==> src/rtl/alu_share_arbiter_pkg.sv <==
// rtl/alu_share_arbiter_pkg.sv - ALU op codes, FSM encoding and requester ids for the ALU share arbiter
package alu_arb_pkg;

  localparam logic [3:0] OP_AND = 4'b0000;
  localparam logic [3:0] OP_OR  = 4'b0001;
  localparam logic [3:0] OP_ADD = 4'b0010;
  localparam logic [3:0] OP_SUB = 4'b0110;
  localparam logic [3:0] OP_SLT = 4'b0111;
  localparam logic [3:0] OP_NOR = 4'b1100;

  localparam logic [0:0] IDLE = 1'b0;
  localparam logic [0:0] RESP = 1'b1;

  localparam logic REQ_EX  = 1'b0;
  localparam logic REQ_PMP = 1'b1;

  function automatic logic op_legal(input logic [3:0] op);
    case (op)
      OP_AND, OP_OR, OP_ADD, OP_SUB, OP_SLT, OP_NOR: op_legal = 1'b1;
      default:                                       op_legal = 1'b0;
    endcase
  endfunction

endpackage

==> src/rtl/alu_share_arbiter_if.sv <==
// rtl/alu_share_arbiter_if.sv - requester, response and ALU-side signals of the ALU share arbiter
interface alu_share_arbiter_if #(
  parameter int XLEN = 32,
  parameter int OP_W = 4
);
  logic [1:0]        req_valid;
  logic [1:0]        req_ready;
  logic [2*OP_W-1:0] req_op;
  logic [2*XLEN-1:0] req_a;
  logic [2*XLEN-1:0] req_b;
  logic              req_lock;
  logic [OP_W-1:0]   alu_op;
  logic [XLEN-1:0]   alu_a;
  logic [XLEN-1:0]   alu_b;
  logic [XLEN-1:0]   alu_result;
  logic              alu_zero;
  logic [1:0]        resp_valid;
  logic [1:0]        resp_ready;
  logic [XLEN-1:0]   resp_result;
  logic              resp_zero;
  logic              resp_err;

  // master = requesters plus ALU instance; slave = the arbiter
  modport master (
    output req_valid, req_op, req_a, req_b, req_lock, resp_ready, alu_result, alu_zero,
    input  req_ready, alu_op, alu_a, alu_b, resp_valid, resp_result, resp_zero, resp_err
  );
  modport slave (
    input  req_valid, req_op, req_a, req_b, req_lock, resp_ready, alu_result, alu_zero,
    output req_ready, alu_op, alu_a, alu_b, resp_valid, resp_result, resp_zero, resp_err
  );
endinterface

==> src/rtl/alu_share_arbiter_rr_arb2.sv <==
// rtl/alu_share_arbiter_rr_arb2.sv - two-way round-robin grant with a force-to-requester-1 override
module rr_arb2
  import alu_arb_pkg::*;
(
  input  logic [1:0] valid,
  input  logic       last_grant,
  input  logic       force_1,
  output logic       grant
);

  // Contention and the idle case both point at whoever did not win last.
  always_comb begin
    grant = ~last_grant;
    if (force_1)
      grant = REQ_PMP;
    else if (valid == 2'b01)
      grant = REQ_EX;
    else if (valid == 2'b10)
      grant = REQ_PMP;
  end

endmodule

==> src/rtl/alu_share_arbiter.sv <==
// rtl/alu_share_arbiter.sv - shares one ALU between execute and PMP requesters, registered response
// Optional PMP lock for atomic TOR compare pairs: define ALU_ARB_LOCK_EN.
module alu_share_arbiter
  import alu_arb_pkg::*;
#(
  parameter int XLEN = 32,
  parameter int OP_W = 4
) (
  input  logic              clk,
  input  logic              rst_n,
  alu_share_arbiter_if.slave bus
);

  logic [0:0]      state;
  logic            owner;
  logic            last_grant;
  logic            lock;
  logic            grant;
  logic            can_accept;
  logic            accept;
  logic            any_valid;
  logic [1:0]      resp_valid_q;
  logic [XLEN-1:0] result_q;
  logic            zero_q;
  logic            err_q;
  logic [OP_W-1:0] g_op;
  logic [XLEN-1:0] g_a;
  logic [XLEN-1:0] g_b;

  rr_arb2 u_arb (
    .valid      (bus.req_valid),
    .last_grant (last_grant),
    .force_1    (lock),
    .grant      (grant)
  );

  assign any_valid  = |bus.req_valid;
  assign can_accept = (state == IDLE) || bus.resp_ready[owner];
  assign accept     = bus.req_valid[grant] && can_accept;

  assign g_op = grant ? bus.req_op[2*OP_W-1:OP_W] : bus.req_op[OP_W-1:0];
  assign g_a  = grant ? bus.req_a[2*XLEN-1:XLEN]  : bus.req_a[XLEN-1:0];
  assign g_b  = grant ? bus.req_b[2*XLEN-1:XLEN]  : bus.req_b[XLEN-1:0];

  assign bus.req_ready   = can_accept ? (grant ? 2'b10 : 2'b01) : 2'b00;
  assign bus.alu_op      = any_valid ? g_op : '0;
  assign bus.alu_a       = any_valid ? g_a  : '0;
  assign bus.alu_b       = any_valid ? g_b  : '0;
  assign bus.resp_valid  = resp_valid_q;
  assign bus.resp_result = result_q;
  assign bus.resp_zero   = zero_q;
  assign bus.resp_err    = err_q;

`ifdef ALU_ARB_LOCK_EN
  always_ff @(posedge clk or negedge rst_n) begin
    if (!rst_n)
      lock <= 1'b0;
    else if (accept && grant == REQ_PMP)
      lock <= bus.req_lock;
  end
`else
  logic unused_req_lock;
  assign unused_req_lock = bus.req_lock;
  assign lock            = 1'b0;
`endif

  // An accept in the consume cycle overwrites the held response directly.
  always_ff @(posedge clk or negedge rst_n) begin
    if (!rst_n) begin
      state        <= IDLE;
      owner        <= REQ_EX;
      last_grant   <= REQ_PMP;
      resp_valid_q <= 2'b00;
      result_q     <= '0;
      zero_q       <= 1'b0;
      err_q        <= 1'b0;
    end else if (accept) begin
      state        <= RESP;
      owner        <= grant;
      last_grant   <= grant;
      resp_valid_q <= grant ? 2'b10 : 2'b01;
      result_q     <= op_legal(g_op) ? bus.alu_result : '0;
      zero_q       <= op_legal(g_op) && bus.alu_zero;
      err_q        <= !op_legal(g_op);
    end else if (state == RESP && bus.resp_ready[owner]) begin
      state        <= IDLE;
      resp_valid_q <= 2'b00;
    end
  end

endmodule

==> src/flat_wrapper.sv <==
// flat-port wrapper written by rule: the top's interface ports become plain ports
module alu_share_arbiter_flat import alu_arb_pkg::*;
#(
  parameter int XLEN = 32,
  parameter int OP_W = 4
)
  (clk, rst_n, bus_req_valid, bus_req_op, bus_req_a, bus_req_b, bus_req_lock, bus_resp_ready, bus_alu_result, bus_alu_zero, bus_req_ready, bus_alu_op, bus_alu_a, bus_alu_b, bus_resp_valid, bus_resp_result, bus_resp_zero, bus_resp_err);
  alu_share_arbiter_if #(.XLEN(XLEN), .OP_W(OP_W)) bus_i ();
  input  logic clk;
  input  logic rst_n;
  input wire logic [$bits(bus_i.req_valid)-1:0] bus_req_valid;
  input wire logic [$bits(bus_i.req_op)-1:0] bus_req_op;
  input wire logic [$bits(bus_i.req_a)-1:0] bus_req_a;
  input wire logic [$bits(bus_i.req_b)-1:0] bus_req_b;
  input wire logic [$bits(bus_i.req_lock)-1:0] bus_req_lock;
  input wire logic [$bits(bus_i.resp_ready)-1:0] bus_resp_ready;
  input wire logic [$bits(bus_i.alu_result)-1:0] bus_alu_result;
  input wire logic [$bits(bus_i.alu_zero)-1:0] bus_alu_zero;
  output wire logic [$bits(bus_i.req_ready)-1:0] bus_req_ready;
  output wire logic [$bits(bus_i.alu_op)-1:0] bus_alu_op;
  output wire logic [$bits(bus_i.alu_a)-1:0] bus_alu_a;
  output wire logic [$bits(bus_i.alu_b)-1:0] bus_alu_b;
  output wire logic [$bits(bus_i.resp_valid)-1:0] bus_resp_valid;
  output wire logic [$bits(bus_i.resp_result)-1:0] bus_resp_result;
  output wire logic [$bits(bus_i.resp_zero)-1:0] bus_resp_zero;
  output wire logic [$bits(bus_i.resp_err)-1:0] bus_resp_err;
  assign bus_i.req_valid = bus_req_valid;
  assign bus_i.req_op = bus_req_op;
  assign bus_i.req_a = bus_req_a;
  assign bus_i.req_b = bus_req_b;
  assign bus_i.req_lock = bus_req_lock;
  assign bus_i.resp_ready = bus_resp_ready;
  assign bus_i.alu_result = bus_alu_result;
  assign bus_i.alu_zero = bus_alu_zero;
  assign bus_req_ready = bus_i.req_ready;
  assign bus_alu_op = bus_i.alu_op;
  assign bus_alu_a = bus_i.alu_a;
  assign bus_alu_b = bus_i.alu_b;
  assign bus_resp_valid = bus_i.resp_valid;
  assign bus_resp_result = bus_i.resp_result;
  assign bus_resp_zero = bus_i.resp_zero;
  assign bus_resp_err = bus_i.resp_err;
  alu_share_arbiter #(.XLEN(XLEN), .OP_W(OP_W)) u_core (.clk(clk), .rst_n(rst_n), .bus(bus_i));
endmodule
==> config.mk <==
export PLATFORM = sky130hd
export DESIGN_NAME = alu_share_arbiter_flat
export DESIGN_NICKNAME = d
export VERILOG_FILES = /design/src/rtl/alu_share_arbiter_pkg.sv /design/src/rtl/alu_share_arbiter_if.sv /design/src/rtl/alu_share_arbiter_rr_arb2.sv /design/src/rtl/alu_share_arbiter.sv /design/src/flat_wrapper.sv
export SDC_FILE = /design/constraint.sdc
export NUM_CORES = 1
export LEC_CHECK = 0
export ABC_AREA = 1
export BUFFER_PORTS_ARGS = -buffer_cell sky130_fd_sc_hd__buf_2
export CORE_AREA = 2 2 109 111
export DETAILED_ROUTE_END_ITERATION = 8
export DIE_AREA = 0 0 111 113
export GPL_ROUTABILITY_DRIVEN = 0
export PLACE_DENSITY_LB_ADDON = 0.08
export SLEW_MARGIN = 20
export SYNTH_ARGS = -nofsm -noshare
export SYNTH_HDL_FRONTEND = slang
export SYNTH_SLANG_ARGS = --single-unit
==> constraint.sdc <==
create_clock -name clk -period 2.03 [get_ports clk]
set_input_delay 0.406 -clock clk [delete_from_list [all_inputs] [get_ports clk]]
set_output_delay 0.406 -clock clk [all_outputs]
set_load 0.01 [all_outputs]
==> results of run 1 <==
## how the worst min path moves through the flow
stage | cells after the start | slack [ns] | endpoint
5_1_grt | 2 | 0.22 | u_core.bus.resp_result[18]$_DFFE_PN0P_
3_3_place_gp | 2 | 0.46 | u_core.bus.resp_result[6]$_DFFE_PN0P_
6_report | 2 | 0.18 | u_core.bus.resp_result[18]$_DFFE_PN0P_
2_1_floorplan | 0 | 0.11 | u_core.bus.resp_err$_DFFE_PN0P_
3_5_place_dp | 2 | 0.46 | u_core.bus.resp_result[8]$_DFFE_PN0P_
4_1_cts | 2 | 0.20 | u_core.bus.resp_result[3]$_DFFE_PN0P_
## final cells by class
class	count	area share [%]
multi-input cells	377	37.35
repair buffers	309	36.45
flip-flops and latches	39	18.49
well taps	143	3.385
clock buffers	7	2.888
inverters	13	1.207
clock inverters	1	0.1420
diodes	2	0.09467
## what timing repair did
action	4_1_cts	5_1_grt
pin swaps	8	22
setup buffers	6	0
gates cloned	5	6
endpoints found under the setup margin	70	100
gates resized for setup	90	59
## power groups by stage
stage          clock, mW  sequential (mW)  combinational (mW)
6_report           0.821             1.34                3.71
2_1_floorplan          0             1.51                1.57
3_5_place_dp           0             1.34                2.98
5_1_grt            0.883             1.40                4.07
4_1_cts            0.844             1.35                3.46
3_3_place_gp           0             1.33                2.96
## cell families (layout without fill, tap and decap cells)
kind of cell | after synthesis | after routing | share of synthesized area (%)
DFF | 39 | 39 | 33.56
buffers and inverters | 47 | 330 | 8.939
AOI/OAI and AO/OA | 70 | 70 | 12.08
and+or+nand+nor | 307 | 307 | 45.42
other | 0 | 2 | 0
## state kept, by name, summed over array words and instances (netlist names)
register / flops
u_core.bus.resp_result: 32
u_core.bus.resp_valid: 2
u_core.bus.resp_err: 1
u_core.bus.resp_zero: 1
u_core.last_grant: 1
u_core.owner: 1
u_core.state: 1
## per-layer routing
metal  up-vias  wire, microns
met5         -             34
met4         6            199
met3        20           1086
met2       171           6561
met1      1847           5595
li1       2033              -
## worst max-delay path: stages (launching register included)
cell and delay (ns):
dfstp_2 0.54, nand2_2 0.06, nand2_4 0.08, nand2_8 0.11, clkbuf_16 0.18, clkbuf_16 0.16, o21ai_2 0.10, nor2_1 0.05
buf_2 0.14
## per-stage QoR
step                setup WS [ns]  hold WS [ns]  power [mW]  utilization, %
global route              -0.1555        0.2244       6.351           46.88
global placement          0.03765        0.4586       4.290           39.68
CTS                      -0.06471        0.2025       5.651           44.24
detailed placement       0.009737        0.4601       4.326           39.68
finish                   -0.07754        0.1788       5.876           46.90
floorplan                  0.1785        0.1104       3.081               -
## Yosys cell counts (all sizes together)
master	n	area (sq um)
o22ai	1	6.260
o21ai	68	340.3
buf	19	155.2
nand3	6	30.03
nand3b	34	255.2
a21oi	1	5.000
nor2	134	503.0
inv	13	48.80
dfrtp	38	950.9
dfstp	1	26.28
clkbuf	15	56.30
nand2	133	534.3
==> metrics.csv, run 1 <==
stage;metric;value;unit
status;status;finished with violations;
status;violated checks;setup timing;
hold_path;worst min-delay path class;primary input to asynchronous set/reset pin;
setup_path;CP required;1.62;ns
sta;RSZ-0062 raised after global routing;true;
global_route;largest net degree at the start of global routing;40;
global_route;GRT Overall Usage;19.63;%
setup_path;Worst R2R Start;u_core.last_grant$_DFFE_PN1P_;
pwr;switching share of total power;43.98;%
pwr;clock share of power;14.0;%
clock_network;hold buffers post-CTS;0;
finish;# fillers;1172;
sta;Slew Viols, Final;0;
route;vias post-DR;4077;
floorplanning;I/O Pins;282;
setup_path;Worst Reg-to-Reg Cells;12;
setup_path;Setup crit end;bus_alu_b[29];
clock_network;Reg clk slew, reported paths;0.06;ns
global_route;global routing usage on met2;34.07;%
place;Post-DP Area;4473;sq um
finish;register cell area after layout;977.2;sq um
floorplanning;CORE AREA;11270;sq um
logic_synthesis;yosys warns;0;
sta;Max Fclk;0.4745;GHz
global_route;vias in the first global route;3810;
pwr;Psw;2.585;mW
setup_path;FF-to-FF setup slack;0.19;ns
route;WL/cell;15.13;microns
place;PortBufs;280;
place;placed insts;866;
sta;actual slew at the worst max-slew pin;0.6362;ns
sta;Final period util;103.8;%
setup_path;critical path arrival;1.70;ns
logic_synthesis;Unique masters post-synth;18;
sta;Max-Slew Margin vs Limit;57.53;%
route;drt first pass iters;7;
logic_synthesis;Synth Cell Area;2912;sq um
global_route;global-route wire length before repair;19.84;mm
setup_path;CP max FO;6;
clock_network;H-tree depth;2;
sta;total negative slack;-2.928;ns
flow_run;Max-cap violations;0;
finish;most common cell after layout, fill and taps aside;buf_2;
finish;nets;921;
pwr;part of the power in combinational logic;63.2;%
sta;Fin. Hold Viols;0;
setup_path;Critical path origin;u_core.last_grant$_DFFE_PN1P_;
finish;most frequent cells in the layout;buf_2, nand2_1, nor2_1, o21ai_2, dfrtp_1;
floorplanning;die area;12540;sq um
route;via/cell ratio;4.576;
setup_path;Worst setup SP type;flip-flop;
floorplanning;Chip Height;113;microns
global_route;initial antenna violation count;5;
clock_network;CTS Buffer Depth;2;
route;Initial DRC Count;124;
global_route;GR Overflow Total;0;
pwr;leak pwr;2.970;nW
sta;clock skew;0.007281;ns
finish;share of cells above drive strength 1;53.89;%
global_route;GR Util met1;23.71;%
global_route;most used routing layer in global routing;met2;
pwr;Pwr per Cell Area;1112;nW/um^2
sta;Setup WS post-layout;-0.07754;ns
logic_synthesis;Syn Area/Cell;6.288;sq um
global_route;GR Layer Usage met3;6.481;%
clock_network;Root Driver;clkbuf_16;
logic_synthesis;Syn Inst Count;463;
finish;Finished Layout Cells;891;
finish;area of the multi-input gates;1974;sq um
floorplanning;starting density of the core;25.83;%
logic_synthesis;sequential area share after synthesis;33.56;%
pwr;Internal Power;3.292;mW
sta;Period minus WS final;2.108;ns
setup_path;WS Path Type;flip-flop to output pin;
clock_network;Num Clock Sinks;39;
place;DP Wirelength;9.459;mm
route;final wirelength;13.48;mm
setup_path;Worst R2R End;u_core.bus.resp_result[10]$_DFFE_PN0P_;
floorplanning;Row Count;39;
pwr;part of the power in registers;22.9;%
clock_network;CTS Buf Count;5;
clock_network;clk_lat worst skew;0.28;ns
route;Antenna Nets Post-Route;0;
clock_network;CTS tree;built;
finish;Area growth syn-to-layout;81.56;%
setup_path;CP endpoint kind;output pin;
finish;Final Instance Area;5286;sq um
route;# DRC;0;
pwr;maximum vdd ir drop;0.5506;mV
sta;Final Setup Violations;57;
floorplanning;DIE WIDTH;111;microns
logic_synthesis;Synth Net Count;639;
logic_synthesis;#FFs+latches synth;39;
Power figures use the tool's default switching activity.
==> run 2, diff against run 1 <==
--- a/config.mk
+++ b/config.mk
@@ -7,9 +7,11 @@
 export LEC_CHECK = 0
 export ABC_AREA = 1
 export BUFFER_PORTS_ARGS = -buffer_cell sky130_fd_sc_hd__buf_2
-export CORE_AREA = 2 2 109 111
+export CELL_PAD_IN_SITES_DETAIL_PLACEMENT = 0
+export CELL_PAD_IN_SITES_GLOBAL_PLACEMENT = 1
+export CORE_ASPECT_RATIO = 0.5
+export CORE_UTILIZATION = 22
 export DETAILED_ROUTE_END_ITERATION = 8
-export DIE_AREA = 0 0 111 113
 export GPL_ROUTABILITY_DRIVEN = 0
 export PLACE_DENSITY_LB_ADDON = 0.08
 export SLEW_MARGIN = 20
==> constraint.sdc (replaced) <==
create_clock -name clk -period 2.1 [get_ports clk]
set_input_delay 0.42 -clock clk [delete_from_list [all_inputs] [get_ports clk]]
set_output_delay 0.42 -clock clk [all_outputs]
set_load 0.01 [all_outputs]
==> metrics.csv, run 2 (synthesized netlist as in run 1, its figures left out) <==
stage;metric;value;unit;change
status;status;completed;;
global_route;GR Overflow Total;0;;unchanged
place;Post-DP Area;4517;sq um;+0.98%
clock_network;clk_lat worst skew;0.27;ns;about the same
sta;Final Setup Violations;0;;-100%
setup_path;FF-to-FF setup slack;0.28;ns;+0.09 ns
global_route;vias in the first global route;3596;;-5.6%
finish;# fillers;1457;;+24%
clock_network;hold buffers post-CTS;0;;unchanged
route;vias post-DR;3847;;-5.6%
finish;nets;916;;-0.54%
route;final wirelength;13.00;mm;-3.5%
pwr;Pwr per Cell Area;1070;nW/um^2;-3.7%
route;Antenna Nets Post-Route;0;;unchanged
sta;Fin. Hold Viols;0;;unchanged
place;PortBufs;280;;unchanged
pwr;maximum vdd ir drop;0.3732;mV;-32%
pwr;part of the power in combinational logic;61.1;%;-2.1 points
setup_path;CP max FO;11;;+5
finish;Final Instance Area;4903;sq um;-7.2%
finish;most frequent cells in the layout;buf_2, nor2_1, nand2_1, o21ai_1, dfrtp_1;;
finish;Finished Layout Cells;910;;+2.1%
hold_path;worst min-delay path class;primary input to asynchronous set/reset pin;;
pwr;leak pwr;2.835;nW;-4.6%
global_route;largest net degree at the start of global routing;46;;+15%
clock_network;Num Clock Sinks;39;;unchanged
place;pre-CTS setup slack;0.1628;ns;+0.1530 ns
floorplanning;die area;13730;sq um;+9.4%
clock_network;Reg clk slew, reported paths;0.06;ns;about the same
sta;RSZ-0062 raised after global routing;true;;
place;DP Wirelength;9.128;mm;-3.5%
global_route;GRT Overall Usage;17.47;%;-2.2 points
flow_run;Max-cap violations;0;;unchanged
pwr;switching share of total power;44.17;%;+0.19 points
floorplanning;CORE AREA;12770;sq um;+13%
sta;Final period util;99.38;%;
finish;flip-flop count of the largest register after layout;32;;unchanged
pwr;clock share of power;14.2;%;+0.2 points
sta;Max Fclk;0.4791;GHz;
setup_path;WS Path Type;flip-flop to output pin;;
global_route;global-route wire length before repair;18.91;mm;-4.7%
finish;Area growth syn-to-layout;68.41;%;
clock_network;CTS Buf Count;5;;unchanged
sta;Slew Viols, Final;0;;unchanged
sta;Max-Slew Margin vs Limit;54.96;%;-2.6 points
finish;most common cell after layout, fill and taps aside;buf_2;;
place;placed insts;896;;+3.5%
pwr;Psw;2.318;mW;-10%
sta;actual slew at the worst max-slew pin;0.6747;ns;+0.03847 ns
floorplanning;I/O Pins;282;;unchanged
finish;Antenna Cells;0;;-2
route;WL/cell;14.28;microns;-5.6%
route;Initial DRC Count;119;;-4.0%
clock_network;CTS tree;built;;
route;drt first pass iters;6;;-1
floorplanning;starting density of the core;22.80;%;-3.0 points
finish;share of cells above drive strength 1;45.27;%;-8.6 points
setup_path;critical path arrival;1.67;ns;-0.03 ns
sta;clock skew;0.003190;ns;-0.004090 ns
floorplanning;DIE WIDTH;164.7;microns;+48%
pwr;part of the power in registers;24.7;%;+1.8 points
floorplanning;Row Count;29;;-26%
clock_network;Root Driver;clkbuf_16;;
setup_path;Worst setup SP type;flip-flop;;
sta;Period minus WS final;2.087;ns;
clock_network;H-tree depth;2;;unchanged
route;# DRC;0;;unchanged
setup_path;CP required;1.68;ns;+0.06 ns
route;via/cell ratio;4.227;;-7.6%
sta;Setup WS post-layout;0.01296;ns;+0.09049 ns
pwr;overall power consumption;5.249;mW;-11%
global_route;initial antenna violation count;0;;-5
pwr;Internal Power;2.931;mW;-11%
setup_path;CP endpoint kind;output pin;;
clock_network;CTS Buffer Depth;2;;unchanged
floorplanning;Chip Height;83.35;microns;-26%
## run 2: cell types whose count changed in the layout (fill, tap and decap cells not counted), sizes merged
cell / before / now
clkinv: 1 / 2
buf: 304 / 299
clkbuf: 12 / 11
diode: 2 / 0
clkinvlp: 1 / 0
## run 2: per-layer routing
layer,wire (microns),share of wire [%],track usage [%],up-vias
met5,0,0,0,-
met4,252,1.9,4.837,0
met3,656,5.0,3.047,16
li1,-,-,-,2019
met1,5663,44,21.16,1697
met2,6426,49,31.47,115
## run 2: path summary, 6_finish.rpt
path,startpoint,endpoint,cells past startpoint
min,rst_n,u_core.bus.resp_result[19]$_DFFE_PN0P_,2
min in group clk,bus_alu_result[11],u_core.bus.resp_result[11]$_DFFE_PN0P_,4
max,u_core.last_grant$_DFFE_PN1P_,bus_alu_op[0],8
max in group asynchronous,rst_n,u_core.last_grant$_DFFE_PN1P_,2
max reg2reg,u_core.last_grant$_DFFE_PN1P_,u_core.bus.resp_result[20]$_DFFE_PN0P_,11
min reg2reg,u_core.bus.resp_result[16]$_DFFE_PN0P_,u_core.bus.resp_result[16]$_DFFE_PN0P_,2
## run 2: metrics by stage
stage / hold slack, ns / utilization [%] / setup TNS, ns
after floorplan: 0.1244 / - / 0
after detailed placement: 0.4621 / 35.36 / 0
after CTS: 0.2232 / 36.93 / 0
after global routing: 0.2565 / 38.39 / -0.7350
after global placement: 0.4579 / 35.36 / 0
final: 0.2061 / 38.39 / 0
## run 2: power by group through the flow
stage / logic [mW] / registers (mW) / clock network, mW
finish: 3.21 / 1.30 / 0.744
global route: 3.56 / 1.35 / 0.817
CTS: 3.00 / 1.30 / 0.773
detailed placement: 2.91 / 1.30 / 0
global placement: 2.91 / 1.30 / 0
floorplan: 1.52 / 1.46 / 0
## run 2: final cells by class
| type | count | area (sq um) | area share, % |
|---|---|---|---|
| inverter | 13 | 61.31 | 1.250 |
| clock inverter | 1 | 5.005 | 0.1021 |
| clock buffer | 6 | 138.9 | 2.832 |
| multi-input combinational | 377 | 1718 | 35.03 |
| tap | 170 | 212.7 | 4.338 |
| timing repair buffer | 304 | 1790 | 36.51 |
| sequential | 39 | 977.2 | 19.93 |
## run 2: worst max-delay path: stages (launching register included)
cell	delay, ns
dfstp_2	0.55
nand2_2	0.06
nand2_4	0.09
nand2_8	0.09
clkinv_8	0.12
buf_8	0.15
nand2_1	0.08
a21oi_1	0.11
buf_2	0.14
## run 2: what timing repair did
item,in CTS,in global routing
setup endpoints to repair,65,64
setup buffers,1,0
pin swaps,1,25
hold endpoints to repair,0,0
gates resized for setup,7,45
gates cloned,1,5
